`config.mk`:
```
export PLATFORM = sky130hd
export DESIGN_NAME = wallace_dot_accumulator
export DESIGN_NICKNAME = d
export VERILOG_FILES = /design/src/rtl/wallace_acc_pkg.sv /design/src/rtl/top_level_multiplier.sv /design/src/rtl/wallace_dot_accumulator.sv
export SDC_FILE = /design/constraint.sdc
export NUM_CORES = 1
export LEC_CHECK = 0
export ABC_AREA = 1
export ABC_CLOCK_PERIOD_IN_PS = 5600
export BUFFER_PORTS_ARGS = -buffer_cell sky130_fd_sc_hd__buf_2
export CAP_MARGIN = 20
export CORE_MARGIN = 10
export CORE_UTILIZATION = 55
export CTS_CLUSTER_SIZE = 28
export DETAILED_ROUTE_END_ITERATION = 10
export GPL_TIMING_DRIVEN = 0
export PLACE_DENSITY = 0.78
export SETUP_SLACK_MARGIN = 0.02
export SLEW_MARGIN = 20
export SYNTH_ARGS = -nofsm -noshare
export SYNTH_HDL_FRONTEND = slang
export SYNTH_SLANG_ARGS = --single-unit
```
`constraint.sdc`:
```
create_clock -name clk -period 5.6 [get_ports clk]
set_clock_uncertainty 0.05 [all_clocks]
set_input_delay 0 -clock clk [delete_from_list [all_inputs] [get_ports clk]]
set_output_delay 0 -clock clk [all_outputs]
set_load 0.02 [all_outputs]
```
`src/rtl/wallace_acc_pkg.sv`:
```
// Shared types and widths for the Wallace dot-product accumulator.
package wallace_acc_pkg;

  localparam int OP_W   = 6;
  localparam int PROD_W = 12;

  typedef enum logic {
    RUN  = 1'b0,
    DONE = 1'b1
  } state_t;

endpackage

```
`src/rtl/top_level_multiplier.sv`:
```
// 6x6 unsigned Wallace-tree multiplier: partial-product rows are reduced with
// carry-save layers (6 -> 4 -> 3 -> 2) and resolved by one final adder.
module top_level_multiplier
  import wallace_acc_pkg::*;
(
  input  logic [OP_W-1:0]   A,
  input  logic [OP_W-1:0]   B,
  output logic [PROD_W-1:0] Product
);

  function automatic logic [PROD_W-1:0] csa_sum(input logic [PROD_W-1:0] x,
                                                input logic [PROD_W-1:0] y,
                                                input logic [PROD_W-1:0] z);
    return x ^ y ^ z;
  endfunction

  // Bits shifted past PROD_W are dropped; the true product always fits in PROD_W.
  function automatic logic [PROD_W-1:0] csa_carry(input logic [PROD_W-1:0] x,
                                                  input logic [PROD_W-1:0] y,
                                                  input logic [PROD_W-1:0] z);
    return ((x & y) | (x & z) | (y & z)) << 1;
  endfunction

  logic [PROD_W-1:0] pp [OP_W];

  always_comb begin
    for (int i = 0; i < OP_W; i++) begin
      pp[i] = PROD_W'(A & {OP_W{B[i]}}) << i;
    end
  end

  logic [PROD_W-1:0] s0, c0, s1, c1, s2, c2, s3, c3;

  assign s0 = csa_sum  (pp[0], pp[1], pp[2]);
  assign c0 = csa_carry(pp[0], pp[1], pp[2]);
  assign s1 = csa_sum  (pp[3], pp[4], pp[5]);
  assign c1 = csa_carry(pp[3], pp[4], pp[5]);

  assign s2 = csa_sum  (s0, c0, s1);
  assign c2 = csa_carry(s0, c0, s1);

  assign s3 = csa_sum  (s2, c2, c1);
  assign c3 = csa_carry(s2, c2, c1);

  assign Product = s3 + c3;

endmodule

```
`src/rtl/wallace_dot_accumulator.sv`:
```
// Streaming dot-product stage: registers operand pairs into the Wallace
// multiplier, accumulates products until a last beat, then holds the result.
module wallace_dot_accumulator
  import wallace_acc_pkg::*;
#(
  parameter int ACC_W = 16,  // must be >= PROD_W
  parameter int CNT_W = 8
) (
  input  logic             clk,
  input  logic             rst,
  input  logic             in_valid,
  output logic             in_ready,
  input  logic [5:0]       in_a,
  input  logic [5:0]       in_b,
  input  logic             in_last,
  output logic             out_valid,
  input  logic             out_ready,
  output logic [ACC_W-1:0] out_sum,
  output logic [CNT_W-1:0] out_count,
  output logic             out_ovf
);

  // Handshakes: a beat or result moves only on a rising edge where valid and
  // ready are both high; the sender must hold its payload stable until then.

  localparam logic [CNT_W-1:0] CNT_MAX = '1;

  state_t            state;
  logic [OP_W-1:0]   s1_a;
  logic [OP_W-1:0]   s1_b;
  logic              s1_last;
  logic              s1_valid;
  logic [PROD_W-1:0] product;
  logic [ACC_W-1:0]  acc;
  logic [CNT_W-1:0]  count;
  logic              ovf;
  logic [ACC_W:0]    acc_sum;
  logic              in_fire;

  // A pending last beat in stage 1 blocks the next packet until DONE is left.
  assign in_ready = !rst && (state == RUN) && !(s1_valid && s1_last);
  assign in_fire  = in_valid && in_ready;

  always_ff @(posedge clk or posedge rst) begin
    if (rst) begin
      s1_valid <= 1'b0;
      s1_a     <= '0;
      s1_b     <= '0;
      s1_last  <= 1'b0;
    end else begin
      s1_valid <= in_fire;
      if (in_fire) begin
        s1_a    <= in_a;
        s1_b    <= in_b;
        s1_last <= in_last;
      end
    end
  end

  top_level_multiplier u_mult (
    .A       (s1_a),
    .B       (s1_b),
    .Product (product)
  );

  assign acc_sum = {1'b0, acc} + (ACC_W + 1)'(product);

  always_ff @(posedge clk or posedge rst) begin
    if (rst) begin
      state <= RUN;
      acc   <= '0;
      count <= '0;
      ovf   <= 1'b0;
    end else begin
      case (state)
        RUN: begin
          if (s1_valid) begin
            acc   <= acc_sum[ACC_W-1:0];
            ovf   <= ovf | acc_sum[ACC_W];
            count <= (count == CNT_MAX) ? count : count + 1'b1;
            if (s1_last) state <= DONE;
          end
        end
        DONE: begin
          if (out_ready) begin
            state <= RUN;
            acc   <= '0;
            count <= '0;
            ovf   <= 1'b0;
          end
        end
        default: state <= RUN;
      endcase
    end
  end

  assign out_valid = (state == DONE);
  assign out_sum   = acc;
  assign out_count = count;
  assign out_ovf   = ovf;

endmodule
```
---- After elaboration in Yosys (flattened, before gate mapping) ----
Index checks and enable logic that the tools add are counted.
word-level totals
  register bits after elaboration ......... 40
  bits in latches ......................... 0
  RAM bits ................................ 0
  ROM bits ................................ 0
  output and inout bits ................... 27
  word-level logic and storage cells ...... 73
  memories ................................ 0
cells by class
  add/subtract/negate cells ............... 3
  multiply operators ...................... 0
  divide/modulo/power cells ............... 0
  order comparisons ....................... 0
  equality and inequality tests ........... 4
  shift-type cells ........................ 0
  muxes and demuxes ....................... 14
  bitwise logic cells ..................... 36
  reduce and logical (&&, ||, !) cells .... 8
operators by type and width
  kind                                                            count
  11-bit bitwise AND                                              12
  11-bit OR                                                       8
  12-bit XOR                                                      6
  6-bit bitwise AND                                               6
  16-bit two-way mux                                              2
  16-bit case mux with 2 select lines                             1
  8-bit two-way mux                                               3
  16-bit by 12-bit adder with 17-bit output                       1
  8-bit case mux with 2 select lines                              1
  12-bit adder                                                    1
  12-bit by 11-bit XOR with 12-bit output                         1
  12-bit by 8-bit XOR with 12-bit output                          1
  8-bit by 1-bit adder with 8-bit output (second input constant)  1
  8-bit == test (second input constant)                           1
  2-bit inequality test (second input constant)                   3
  1-bit two-way mux                                               5
  1-bit logical AND                                               4
  1-bit case mux with 2 select lines                              2
  3-bit AND reduction                                             1
  1-bit logical NOT                                               2
  2-bit AND reduction                                             1
  1-bit inverter                                                  1
  1-bit OR                                                        1

---- Depth between registers and ports, before layout ----
Gate-level depths: netlist of the first run.
  depth in word-level cells ............... 15
  mapped depth ............................ 27

---- By module ----
Synthesis of the first run repeated with hierarchy kept, for this count alone.
unflattened totals
  cell total of the unflattened synthesis .. 475
  area total of the unflattened synthesis .. 3472.1 um^2
modules (own cells, without submodules)
  module                   instances  cells each  area each (um^2)
  wallace_dot_accumulator  1          327         2448.6
  top_level_multiplier     1          148         1023.5

---- Least setup slack after synthesis of the first run ----
No wires, ideal clock.
  path kind ............................... reg-to-reg
  start ................................... register s1_b[0]
  end ..................................... register acc[15], in the netlist out_sum[15]
  arrival time ............................ 3.918 ns
  required time ........................... 5.437 ns
  setup slack ............................. 1.519 ns
  stages on the path, launching flop included .. 21
  period minus slack after synthesis ...... 4.081 ns
  cell sequence ........................... dfrtp_1 nand2_1 fa_1 fa_1 fa_1 fa_1 o21ai_1 nand2_1 nand2_1 nand2_1 nand2_1 xor2_1 ha_1 a21oi_1 nand2_1 a21oi_1 nand2_1 nand2_1 nand2_1 nand2_1 inv_1
on the way
  longest elaborated chain between the ends .. 14
RTL lines
  item                                           RTL line                       text
  start, declared                                wallace_dot_accumulator.sv:30  logic [OP_W-1:0] s1_b;
  start signal, assigned                         wallace_dot_accumulator.sv:54  s1_b <= in_b;
  6-bit bitwise AND (*)                          top_level_multiplier.sv:28     pp[i] = PROD_W'(A & {OP_W{B[i]}}) << i;
  11-bit bitwise AND                             top_level_multiplier.sv:21     return ((x & y) | (x & z) | (y & z)) << 1;
  11-bit OR (2 in series)                        top_level_multiplier.sv:21
  11-bit bitwise AND                             top_level_multiplier.sv:21
  11-bit OR (2 in series)                        top_level_multiplier.sv:21
  11-bit bitwise AND                             top_level_multiplier.sv:21
  11-bit OR (2 in series)                        top_level_multiplier.sv:21
  12-bit adder (*)                               top_level_multiplier.sv:45     assign Product = s3 + c3;
  16-bit by 12-bit adder with 17-bit output (*)  wallace_dot_accumulator.sv:66  assign acc_sum = {1'b0, acc} + (ACC_W + 1)'(product);
  16-bit two-way mux (*)                         wallace_dot_accumulator.sv:77  if (s1_valid) begin
  16-bit case mux with 2 select lines (*)        wallace_dot_accumulator.sv:75  case (state)
  end signal, assigned                           wallace_dot_accumulator.sv:78  acc <= acc_sum[ACC_W-1:0];
  end, declared                                  wallace_dot_accumulator.sv:34  logic [ACC_W-1:0] acc;
Mark *: on every way between the ends. The rest lies on a longest branch, timed or not. The select of a mux whose other input is x is not followed.
A chain may end at the register's enable or synchronous reset.

---- Final worst setup path of the first run ----
  start ................................... register s1_a[4]
  end ..................................... register acc[15], in the netlist out_sum[15]
on the way
  longest elaborated chain between the ends .. 14
RTL lines
  item                                           RTL line                       text
  start, declared                                wallace_dot_accumulator.sv:29  logic [OP_W-1:0] s1_a;
  start signal, assigned                         wallace_dot_accumulator.sv:53  s1_a <= in_a;
  6-bit bitwise AND                              top_level_multiplier.sv:28
  11-bit bitwise AND                             top_level_multiplier.sv:21
  11-bit OR (2 in series)                        top_level_multiplier.sv:21
  11-bit bitwise AND                             top_level_multiplier.sv:21
  11-bit OR (2 in series)                        top_level_multiplier.sv:21
  11-bit bitwise AND                             top_level_multiplier.sv:21
  11-bit OR (2 in series)                        top_level_multiplier.sv:21
  12-bit adder (*)                               top_level_multiplier.sv:45
  16-bit by 12-bit adder with 17-bit output (*)  wallace_dot_accumulator.sv:66
  16-bit two-way mux (*)                         wallace_dot_accumulator.sv:77
  16-bit case mux with 2 select lines (*)        wallace_dot_accumulator.sv:75
Marked as above.

==> results.py, run 1 <==
metrics = {
    "outcome": {
        "status": "finished, final reports clean",
    },
    "job": {
        "drv_cap": 0,
    },
    "clock_network": {
        "cts_buffers": 5,
        "cts_setup_buffers": 0,
        "clock_latency_ns": 0.30,
        "cts.sinks": 40,
        "clock_path_buffers": 2,
        "cts_root_buf": "clkbuf_8",
        "clkSlewWorstSetupHoldPaths_ns": 0.09,
        "cts_tree": "built",
        "h-tree-depth": 2,
    },
    "timing": {
        "setup_tns_ns": 0,
        "worst_pin_slew_ns": 0.3806,
        "rsz0062_at_grt": "false",
        "maxSlewViolCount": 0,
        "fin_ws_ns": 0.9803,
        "slew_headroom_pct": 74.54,
        "fin_crit_ns": 4.620,
        "finalSetupViolations": 0,
        "finalCritPeriodShare_pct": 82.49,
        "hold-worst-slack_ns": 0.06625,
        "fmax_mhz": 216.5,
        "hold_viol": 0,
    },
    "setup_path": {
        "path_class": "reg -> reg",
        "crit_path_end_kind": "flip-flop",
        "ff2ff_path_depth": 20,
        "path_max_fanout": 7,
        "cp-start-kind": "flip-flop",
        "arrival_ns": 4.77,
        "cp.required_ns": 5.76,
    },
    "synthesis": {
        "synth.cell_area_sq_um": 3463,
        "ys_types": 31,
        "yosysTopAreaCell": "dfrtp_1",
        "synth_top_family_by_area": "simple AND/OR/NAND/NOR gates",
        "synth-seq-cells": 40,
        "yosys.area_share.simple_pct": 31.97,
        "synth_fa_ha_area_share_pct": 22.18,
        "synth_mux_area_share_pct": 0,
        "yosysWarnings": 0,
        "synthXorXnorAreaFrac_pct": 1.770,
        "syn-num-nets": 548,
        "synth_compound_area_share_pct": 5.564,
        "synth_area_leaders": "dfrtp_1, nand2_1, ha_1",
        "avgSynthCellArea_sq_um": 7.200,
        "synthDominantCellAreaShare_pct": 28.90,
        "synthCells": 481,
        "ys_seq_area_share_pct": 28.90,
    },
    "place": {
        "port-buffer-count": 43,
        "place_congestion": 0.8614,
        "post-dp-hpwl_um": 6349,
        "place_area_sq_um": 3792,
        "post-place-cells": 600,
        "pre_cts_slack_ns": 0.9294,
    },
    "hold_path": {
        "hold_class": "in -> reg",
        "holdPathStages": 5,
    },
    "floorplan": {
        "rows": 28,
        "die-area_sq_um": 9871,
        "fp.dieW_um": 99.36,
        "num_io_pins": 44,
        "die_h_um": 99.36,
        "start_util_pct": 57.48,
        "coreArea_sq_um": 6026,
    },
    "grt": {
        "grt_pass1_vias": 3248,
        "grt_max_degree": 33,
        "grt_pass1_wl_um": 14280,
        "antenna_found_initial": 0,
        "grt_overflow_total": 0,
        "grt_usage_pct": 17.10,
    },
    "route": {
        "routed_wl_um": 8304,
        "drtIter0Drc": 154,
        "drt_first_pass_iters": 4,
        "ant_nets": 0,
        "vias": 3213,
        "route.detailed.drc": 0,
        "wl_per_cell_um": 13.27,
        "vias_per_cell": 5.133,
    },
    "power": {
        "seqPwrFrac_pct": 19.3,
        "swShare_pct": 54.55,
        "internal_power_mw": 1.266,
        "p_total_mw": 2.785,
        "p_comb_share_pct": 71.7,
        "p_switching_mw": 1.519,
        "p_per_area_nw_per_um2": 681.4,
        "peakVddDrop_mv": 0.3452,
        "leakage_nw": 2.460,
        "clkPwrFrac_pct": 9.0,
    },
    "final_layout": {
        "final_area_sq_um": 4088,
        "stdcell_count": 626,
        "area_growth_pct": 18.03,
        "n_antenna_cell": 0,
        "final_core_util_pct": 67.84,
        "layout-drive-gt1-share_pct": 14.70,
        "final_nets": 617,
    },
}
[critical path, cell delays in order (launching register included)]
cell and delay, ns:
dfrtp_1 0.52, nand2_1 0.14, fa_1 0.51, fa_1 0.54, fa_1 0.55, fa_1 0.45
o21ai_1 0.23, nand2_1 0.09, nand2_1 0.07, nand2_1 0.05, nand2_1 0.07, xor2_1 0.20
ha_1 0.32, a21oi_1 0.22, nand2_1 0.10, a21oi_1 0.14, nand2_1 0.09, nand2_1 0.07
nand2_1 0.04, nand2_1 0.05, inv_1 0.03
[layout make-up]
cell class                 instances  area (sq um)
timing repair buffer              62         415.4
buffer                             4         25.02
sequential                        40          1001
inverter                          81         307.8
tap                               75         93.84
fill                             508          1938
multi-input combinational        356          2130
clock inverter                     3         46.29
clock buffer                       5         68.82
[synthesized netlist by cell type (all sizes together)]
master and count:
a21oi 19, ha 31, inv 80, nand4 3, a22o 1, or2 2, xor2 4, a32o 1
buf 4, nand2 198, clkinv 1, o31ai 1, xnor2 3, nor3 5, o22ai 1, nor2 25
and2 2, o21ai 10, o21a 2, nand3 26, dfrtp 40, nand3b 3, fa 19
[layer usage]
layer / share of wire (%) / GRT usage (%)
met1: 43 / 19.51
met2: 52 / 31.46
met3: 4.1 / 3.253
met4: 1.5 / 4.851
met5: 0 / 0
[cells by family after synthesis]
family,Yosys count
simple gates,264
buf+inv,85
fa+ha+maj,50
flops,40
compound gates,35
xor+xnor,7
[cell usage in the layout (no fill, tap or decap), types with 2 or more instances in the layout]
master / Yosys / final
nand3b_1: 3 / 3
xnor2_1: 3 / 3
nand2_4: 2 / 2
dfrtp_1: 40 / 40
nand2_2: 7 / 7
and2_1: 2 / 2
o21ai_1: 7 / 7
or2_2: 2 / 2
buf_2: 2 / 45
inv_1: 71 / 70
xor2_1: 4 / 4
nor3_1: 4 / 4
a21oi_1: 19 / 19
nor2_1: 23 / 23
inv_2: 8 / 9
buf_4: 2 / 2
nand2_1: 189 / 189
clkbuf_8: 0 / 5
o21a_1: 2 / 2
nor2_2: 2 / 2
nand4_1: 3 / 3
dlygate4sd3_1: 0 / 18
ha_1: 31 / 31
fa_1: 19 / 19
o21ai_0: 3 / 3
nand3_1: 26 / 26
[power by group through the flow]
stage | sequential [mW] | combinational (mW) | clock, mW
after floorplan | 0.560 | 1.47 | 0
after global placement | 0.536 | 1.86 | 0
after detailed placement | 0.541 | 1.94 | 0
after CTS | 0.535 | 1.99 | 0.255
after global routing | 0.552 | 2.31 | 0.266
final | 0.537 | 2.00 | 0.251
[sequential cells by signal, summed over array words and instances, names as in the netlist]
name       flops
s1_b           6
out_count      8
s1_last        1
out_valid      1
out_sum       16
s1_a           6
s1_valid       1
out_ovf        1
[path summary, 6_finish.rpt]
path / from / to / slack [ns]
min in group asynchronous: rst / s1_a[3] / 0.10
worst max register to register: s1_a[4] / out_sum[15] / 0.98
worst min-delay path: in_valid / s1_a[3] / 0.07
worst min register to register: out_ovf / out_ovf / 0.44
worst max-delay path: s1_a[4] / out_sum[15] / 0.98
max in group asynchronous: rst / out_sum[13] / 4.96
[timing repair]
action	4_1_cts	5_1_grt
hold buffers	18	0
gates resized for setup	0	0
hold endpoints to repair	56	0
(Power assumes the default switching activity.)
==> run 2: changes to the inputs <==
--- a/config.mk
+++ b/config.mk
@@ -6,7 +6,7 @@
 export NUM_CORES = 1
 export LEC_CHECK = 0
 export ABC_AREA = 1
-export ABC_CLOCK_PERIOD_IN_PS = 5600
+export ABC_CLOCK_PERIOD_IN_PS = 4600
 export BUFFER_PORTS_ARGS = -buffer_cell sky130_fd_sc_hd__buf_2
 export CAP_MARGIN = 20
 export CORE_MARGIN = 10
==> constraint.sdc (replaced) <==
create_clock -name clk -period 4.6 [get_ports clk]
set_clock_uncertainty 0.05 [all_clocks]
set_input_delay 0 -clock clk [delete_from_list [all_inputs] [get_ports clk]]
set_output_delay 0 -clock clk [all_outputs]
set_load 0.02 [all_outputs]
==> run 2 against run 1 <==
Net effect: via count increased by 1.2%; utilization grew 2.3 points; wire length increased by 5.0%; die area unchanged; sequential cell count unchanged; setup slack got worse by 0.79 ns; cell count is 1.3% higher; register-to-register slack lost 0.79 ns.
==> results.py, run 2 (synthesis gave the netlist of run 1 again) <==
metrics = {
    "outcome": {
        "status": "finished, final reports clean",
    },
    "setup_path": {
        "worst_path_most_repeated_cell": "nand2_1",
        "worstPathCellList": "nand2_1, fa_1, fa_1, fa_1, inv_1, ha_1, nand3_1, nand2_1, nand4_1, nand3_1, xor2_2, ha_1, nand2_1, nor2_1, and2_1, nand2_1, nand3_1, nand2_1, nand2_1, nand2_1, inv_1",
        "path_max_fanout": 6,
        "ff2ff_path_depth": 21,
        "cp-start-kind": "flip-flop",
        "cp.required_ns": 4.76,
        "arrival_ns": 4.57,
        "max_stage_delay_ns": 0.62,
        "reg2reg_slack_ns": 0.19,
        "slowest_stage": "fa_1",
        "reg2reg_from": "s1_a[4]",
        "r2r_end": "out_sum[13]",
        "crit_path_end_kind": "flip-flop",
        "path_class": "reg -> reg",
    },
    "route": {
        "drtIter0Drc": 173,
        "drt_first_pass_iters": 5,
        "routed_wl_um": 8722,
        "wl_per_cell_um": 13.76,
        "top_layer": "met4",
        "route.detailed.drc": 0,
        "vias": 3250,
        "vias_per_cell": 5.126,
        "met3_wirelength_um": 385,
        "ant_nets": 0,
        "met1_length_um": 3615,
        "dr_wl_met2_um": 4591,
    },
    "job": {
        "drv_cap": 0,
    },
    "hold_path": {
        "holdPathStages": 5,
        "hold_start": "in_valid",
        "hold_end": "s1_a[3]",
        "hold_class": "in -> reg",
    },
    "grt": {
        "grt_usage_pct": 17.08,
        "grt_pass1_vias": 3232,
        "grt_max_degree": 33,
        "antenna_found_initial": 0,
        "grt_pass1_wl_um": 14280,
        "grt_overflow_total": 0,
    },
    "timing": {
        "finalCritPeriodShare_pct": 95.90,
        "maxSlewViolCount": 0,
        "fin_crit_ns": 4.411,
        "worst_pin_slew_ns": 0.2487,
        "slew_headroom_pct": 83.36,
        "fmax_mhz": 226.7,
        "finalSetupViolations": 0,
        "hold_viol": 0,
        "hold-worst-slack_ns": 0.06058,
    },
    "clock_network": {
        "cts_tree": "built",
        "cts_root_buf": "clkbuf_8",
        "cts_buffers": 5,
        "clkSlewWorstSetupHoldPaths_ns": 0.09,
        "clock_path_buffers": 2,
        "cts.sinks": 40,
        "clock_latency_ns": 0.30,
        "h-tree-depth": 2,
    },
    "floorplan": {
        "die_h_um": 99.36,
        "rows": 28,
        "num_io_pins": 44,
        "fp.dieW_um": 99.36,
        "coreArea_sq_um": 6026,
        "die-area_sq_um": 9871,
        "start_util_pct": 57.48,
    },
    "place": {
        "post-dp-hpwl_um": 6349,
        "place_congestion": 0.8614,
        "place_area_sq_um": 3792,
        "post-place-cells": 600,
        "port-buffer-count": 43,
    },
    "final_layout": {
        "final_area_sq_um": 4228,
        "final_common_cell": "nand2_1",
        "stdcell_count": 634,
        "final_nets": 625,
        "area_growth_pct": 22.07,
        "largest_reg_flops": 16,
        "layout_common_cells": "nand2_1, inv_1, buf_2",
        "n_antenna_cell": 0,
        "layout-drive-gt1-share_pct": 19.50,
    },
}
[run 2: worst max-delay path by stage]
stage / start / to / depth (start not counted)
6_report: s1_a[4] / out_sum[13] / 21
5_1_grt: s1_b[0] / out_sum[13] / 21
4_1_cts: s1_a[4] / out_sum[15] / 20
3_5_place_dp: s1_a[4] / out_sum[15] / 20
3_3_place_gp: s1_a[4] / out_sum[15] / 20
2_1_floorplan: s1_b[0] / out_sum[15] / 20
[run 2: routing by layer]
| metal | track usage (%) | vias up |
|---|---|---|
| met5 | 0 | - |
| met4 | 4.851 | 0 |
| met3 | 3.253 | 13 |
| met2 | 31.36 | 91 |
| met1 | 19.54 | 1510 |
| li1 | - | 1636 |
[run 2: per-stage QoR]
step | utilization [%] | TNS (ns) | setup slack [ns]
after global placement | 62.60 | 0 | 0.1362
after detailed placement | 62.94 | -0.07064 | -0.07064
after CTS | 68.02 | 0 | 0.04613
after global routing | 70.16 | -0.05217 | -0.02041
final | 70.16 | 0 | 0.1887
after floorplan | - | 0 | 0.5192
[run 2: final cells by class]
| type | instances | area (sq um) |
|---|---|---|
| Timing Repair Buffer | 70 | 475.5 |
| Tap cell | 75 | 93.84 |
| Fill cell | 497 | 1798 |
| Buffer | 4 | 25.02 |
| Multi-Input combinational cell | 356 | 2196 |
| Sequential cell | 40 | 1015 |
| Inverter | 81 | 307.8 |
| Clock inverter | 3 | 46.29 |
| Clock buffer | 5 | 68.82 |
[run 2: worst max-delay path, delay by kind of cell, from the launching register on]
family | cells | cell delay [ns]
XOR/XNOR | 1 | 0.24
adder cells (fa/ha/maj) | 5 | 2.26
buffers and inverters | 2 | 0.10
flip-flops | 1 | 0.45
AND/OR/NAND/NOR | 13 | 1.23
[run 2: repair_timing]
| action | in CTS | in global routing |
|---|---|---|
| resized for setup | 7 | 14 |
| buffers inserted | 0 | 8 |
| hold buffers | 18 | 0 |
| pin swaps | 0 | 5 |
| endpoints found under the hold margin | 56 | 0 |
| setup endpoints to repair | 2 | 6 |
Power of run 2 is not shown: default switching activity piles up to over one toggle a cycle in this logic, so the estimate is an artifact.
==> run 3: changes to the inputs <==
--- a/config.mk
+++ b/config.mk
@@ -5,8 +5,6 @@
 export SDC_FILE = /design/constraint.sdc
 export NUM_CORES = 1
 export LEC_CHECK = 0
-export ABC_AREA = 1
-export ABC_CLOCK_PERIOD_IN_PS = 4600
 export BUFFER_PORTS_ARGS = -buffer_cell sky130_fd_sc_hd__buf_2
 export CAP_MARGIN = 20
 export CORE_MARGIN = 10
@@ -14,7 +12,8 @@
 export CTS_CLUSTER_SIZE = 28
 export DETAILED_ROUTE_END_ITERATION = 10
 export GPL_TIMING_DRIVEN = 0
-export PLACE_DENSITY = 0.78
+export PLACE_DENSITY = 0.79
+export REMOVE_ABC_BUFFERS = 1
 export SETUP_SLACK_MARGIN = 0.02
 export SLEW_MARGIN = 20
 export SYNTH_ARGS = -nofsm -noshare
==> run 3 against run 2 <==
Net effect: sequential cell count stayed put; synthesized cell count is 29% lower; critical path depth is 3 lower; via count is 15% lower; wire length is 12% lower; final area is 4.0% lower; critical endpoint is now out_sum[15]; largest cell class unchanged.
==> results.py, run 3 <==
metrics = {
    "timing": {
        "rsz0062_at_grt": "true",
        "hold_viol": 0,
        "fin_crit_ns": 4.590,
        "finalSetupViolations": 0,
        "slew_headroom_pct": 32.96,
        "fmax_mhz": 217.9,
        "maxSlewViolCount": 0,
        "setup_tns_ns": 0,
        "finalCritPeriodShare_pct": 99.78,
        "worst_pin_slew_ns": 1.002,
    },
    "final_layout": {
        "final_area_sq_um": 4059,
        "largest_reg_flops": 16,
        "final_core_util_pct": 72.38,
        "layout-drive-gt1-share_pct": 27.06,
        "final_nets": 492,
        "n_antenna_cell": 0,
        "layout_common_cells": "nand2_1, buf_2, dfrtp_1",
        "area_growth_pct": 25.25,
        "final_common_cell": "nand2_1",
    },
    "setup_path": {
        "r2r_end": "out_sum[15]",
        "cp.required_ns": 4.73,
        "crit_path_end_kind": "flip-flop",
        "cp_num_buf_inv": 2,
        "cp-start-kind": "flip-flop",
        "path_class": "reg -> reg",
        "reg2reg_slack_ns": 0.01,
        "worstPathCellList": "buf_4, nand2_1, fa_1, fa_1, inv_1, fa_1, ha_1, nor2b_1, o21ai_1, a21boi_1, or4_1, nand3_1, ha_4, a21oi_1, o21ai_2, a21oi_2, a21boi_1, mux2i_1",
        "max_stage_delay_ns": 0.50,
        "path_delay_family": "adder cells",
        "ff2ff_path_depth": 18,
        "path_max_fanout": 9,
        "arrival_ns": 4.72,
        "slowest_stage": "fa_1",
        "reg2reg_from": "s1_a[2]",
        "worst_path_most_repeated_cell": "fa_1",
    },
    "synthesis": {
        "ys_types": 42,
        "ys_async_sr_fraction_pct": 100.0,
        "synthCells": 343,
        "synth.most_common_cell": "nand2_1",
        "synth-seq-cells": 40,
        "synth.cell_area_sq_um": 3241,
        "avgSynthCellArea_sq_um": 9.448,
        "synthTopCellsByCount": "nand2_1, dfrtp_1, ha_1, inv_1",
        "synth_edf_count": 0,
        "yosysTopAreaCell": "dfrtp_1",
        "synthDominantCellAreaShare_pct": 30.89,
        "synth_flop_cell": "dfrtp_1",
        "yosysWarnings": 0,
        "ys_seq_area_share_pct": 30.89,
        "synth_area_leaders": "dfrtp_1, ha_1, fa_1",
    },
    "route": {
        "wl_per_cell_um": 15.44,
        "route.detailed.drc": 0,
        "ant_nets": 0,
        "routed_wl_um": 7673,
        "drt_first_pass_iters": 4,
        "vias_per_cell": 5.539,
        "drtIter0Drc": 145,
        "vias": 2753,
    },
    "grt": {
        "top_usage_layer": "met2",
        "grt_pass1_wl_um": 12740,
        "grt_pass1_vias": 2830,
        "grt_overflow_total": 0,
        "grt_usage_pct": 15.57,
        "grt_max_degree": 24,
        "use_met1_pct": 19.21,
        "use_met3_pct": 3.478,
        "use_met2_pct": 26.23,
        "antenna_found_initial": 0,
    },
    "clock_network": {
        "clkSlewWorstSetupHoldPaths_ns": 0.08,
        "cts_root_buf": "clkbuf_8",
        "cts_buffers": 5,
        "clock_path_buffers": 2,
        "cts_tree": "built",
        "h-tree-depth": 2,
        "cts.sinks": 40,
        "clock_latency_ns": 0.30,
    },
    "floorplan": {
        "coreArea_sq_um": 5608,
        "start_util_pct": 57.79,
        "die_h_um": 96.76,
        "rows": 27,
        "num_io_pins": 44,
        "die-area_sq_um": 9363,
        "fp.dieW_um": 96.76,
    },
    "place": {
        "place_area_sq_um": 3546,
        "place_congestion": 0.8412,
        "post-dp-hpwl_um": 5305,
        "port-buffer-count": 43,
    },
    "hold_path": {
        "hold_class": "in -> async",
    },
    "outcome": {
        "status": "finished, final reports clean",
    },
    "job": {
        "drv_cap": 0,
    },
}
## run 3: cell count changes after synthesis, moves of 12 or more
cell     previous run  this run
mux2_2              0        12
inv_1              71        30
o21ai_0             3        16
nand3_1            26         7
nand2_1           189        50
and2_1              2        18
## run 3: worst min-delay path, stage by stage
cell and delay (ns):
dlygate4sd3_1 0.53, buf_2 0.14, inv_2 0.33
## run 3: routing by layer
layer / wire length, um / vias up
met3: 287 / 19
met1: 3369 / 1336
met2: 3837 / 64
li1: - / 1334
met4: 179 / 0
met5: 0 / -
## run 3: layout make-up
class,count,area (sq um)
timing repair buffer,81,558.0
inverter,30,112.6
fill,394,1549
clock inverter,2,60.06
multi-input combinational,267,2157
clock buffer,5,68.82
tap,72,90.09
sequential,40,1012
## run 3: cell families (layout without fill, tap and decap cells)
logic type | count (synthesis) | after routing | synth area share, %
AND/OR/NAND/NOR | 117 | 117 | 17.07
adder cells (fa/ha/maj) | 50 | 50 | 23.71
multiplexers | 19 | 19 | 6.371
AO/OA/AOI/OAI | 67 | 67 | 13.86
buffers and inverters | 36 | 118 | 4.324
flip-flops | 40 | 40 | 30.89
XOR/XNOR | 14 | 14 | 3.784
## run 3: worst max-delay path by stage
stage          startpoint           to  slack (ns)  depth (start not counted)
6_report          s1_a[2]  out_sum[15]        0.01                         18
5_1_grt           s1_b[0]  out_sum[15]       -0.30                         17
4_1_cts           s1_a[3]  out_sum[15]        0.05                         17
3_5_place_dp      s1_a[4]  out_sum[15]       -0.30                         16
3_3_place_gp      s1_b[0]  out_sum[15]       -0.23                         16
2_1_floorplan     s1_b[0]      out_ovf        0.16                         16
## run 3: timing repair
action	CTS	global route
endpoints found under the setup margin	6	6
hold buffers	15	0
pin swaps	3	14
hold endpoints to repair	38	0
resized for setup	14	13
buffers inserted	7	15
## run 3: metrics by stage
stage                     setup WS [ns]  cells  hold slack (ns)
after floorplan                  0.1595    337        -0.002672
after global placement          -0.2302    452           0.1625
final                           0.01027    497           0.2301
after global routing            -0.3045    497           0.2560
after CTS                       0.05346    482           0.2145
after detailed placement        -0.3046    453         -0.01082
Power of run 3 is left out for the same reason.
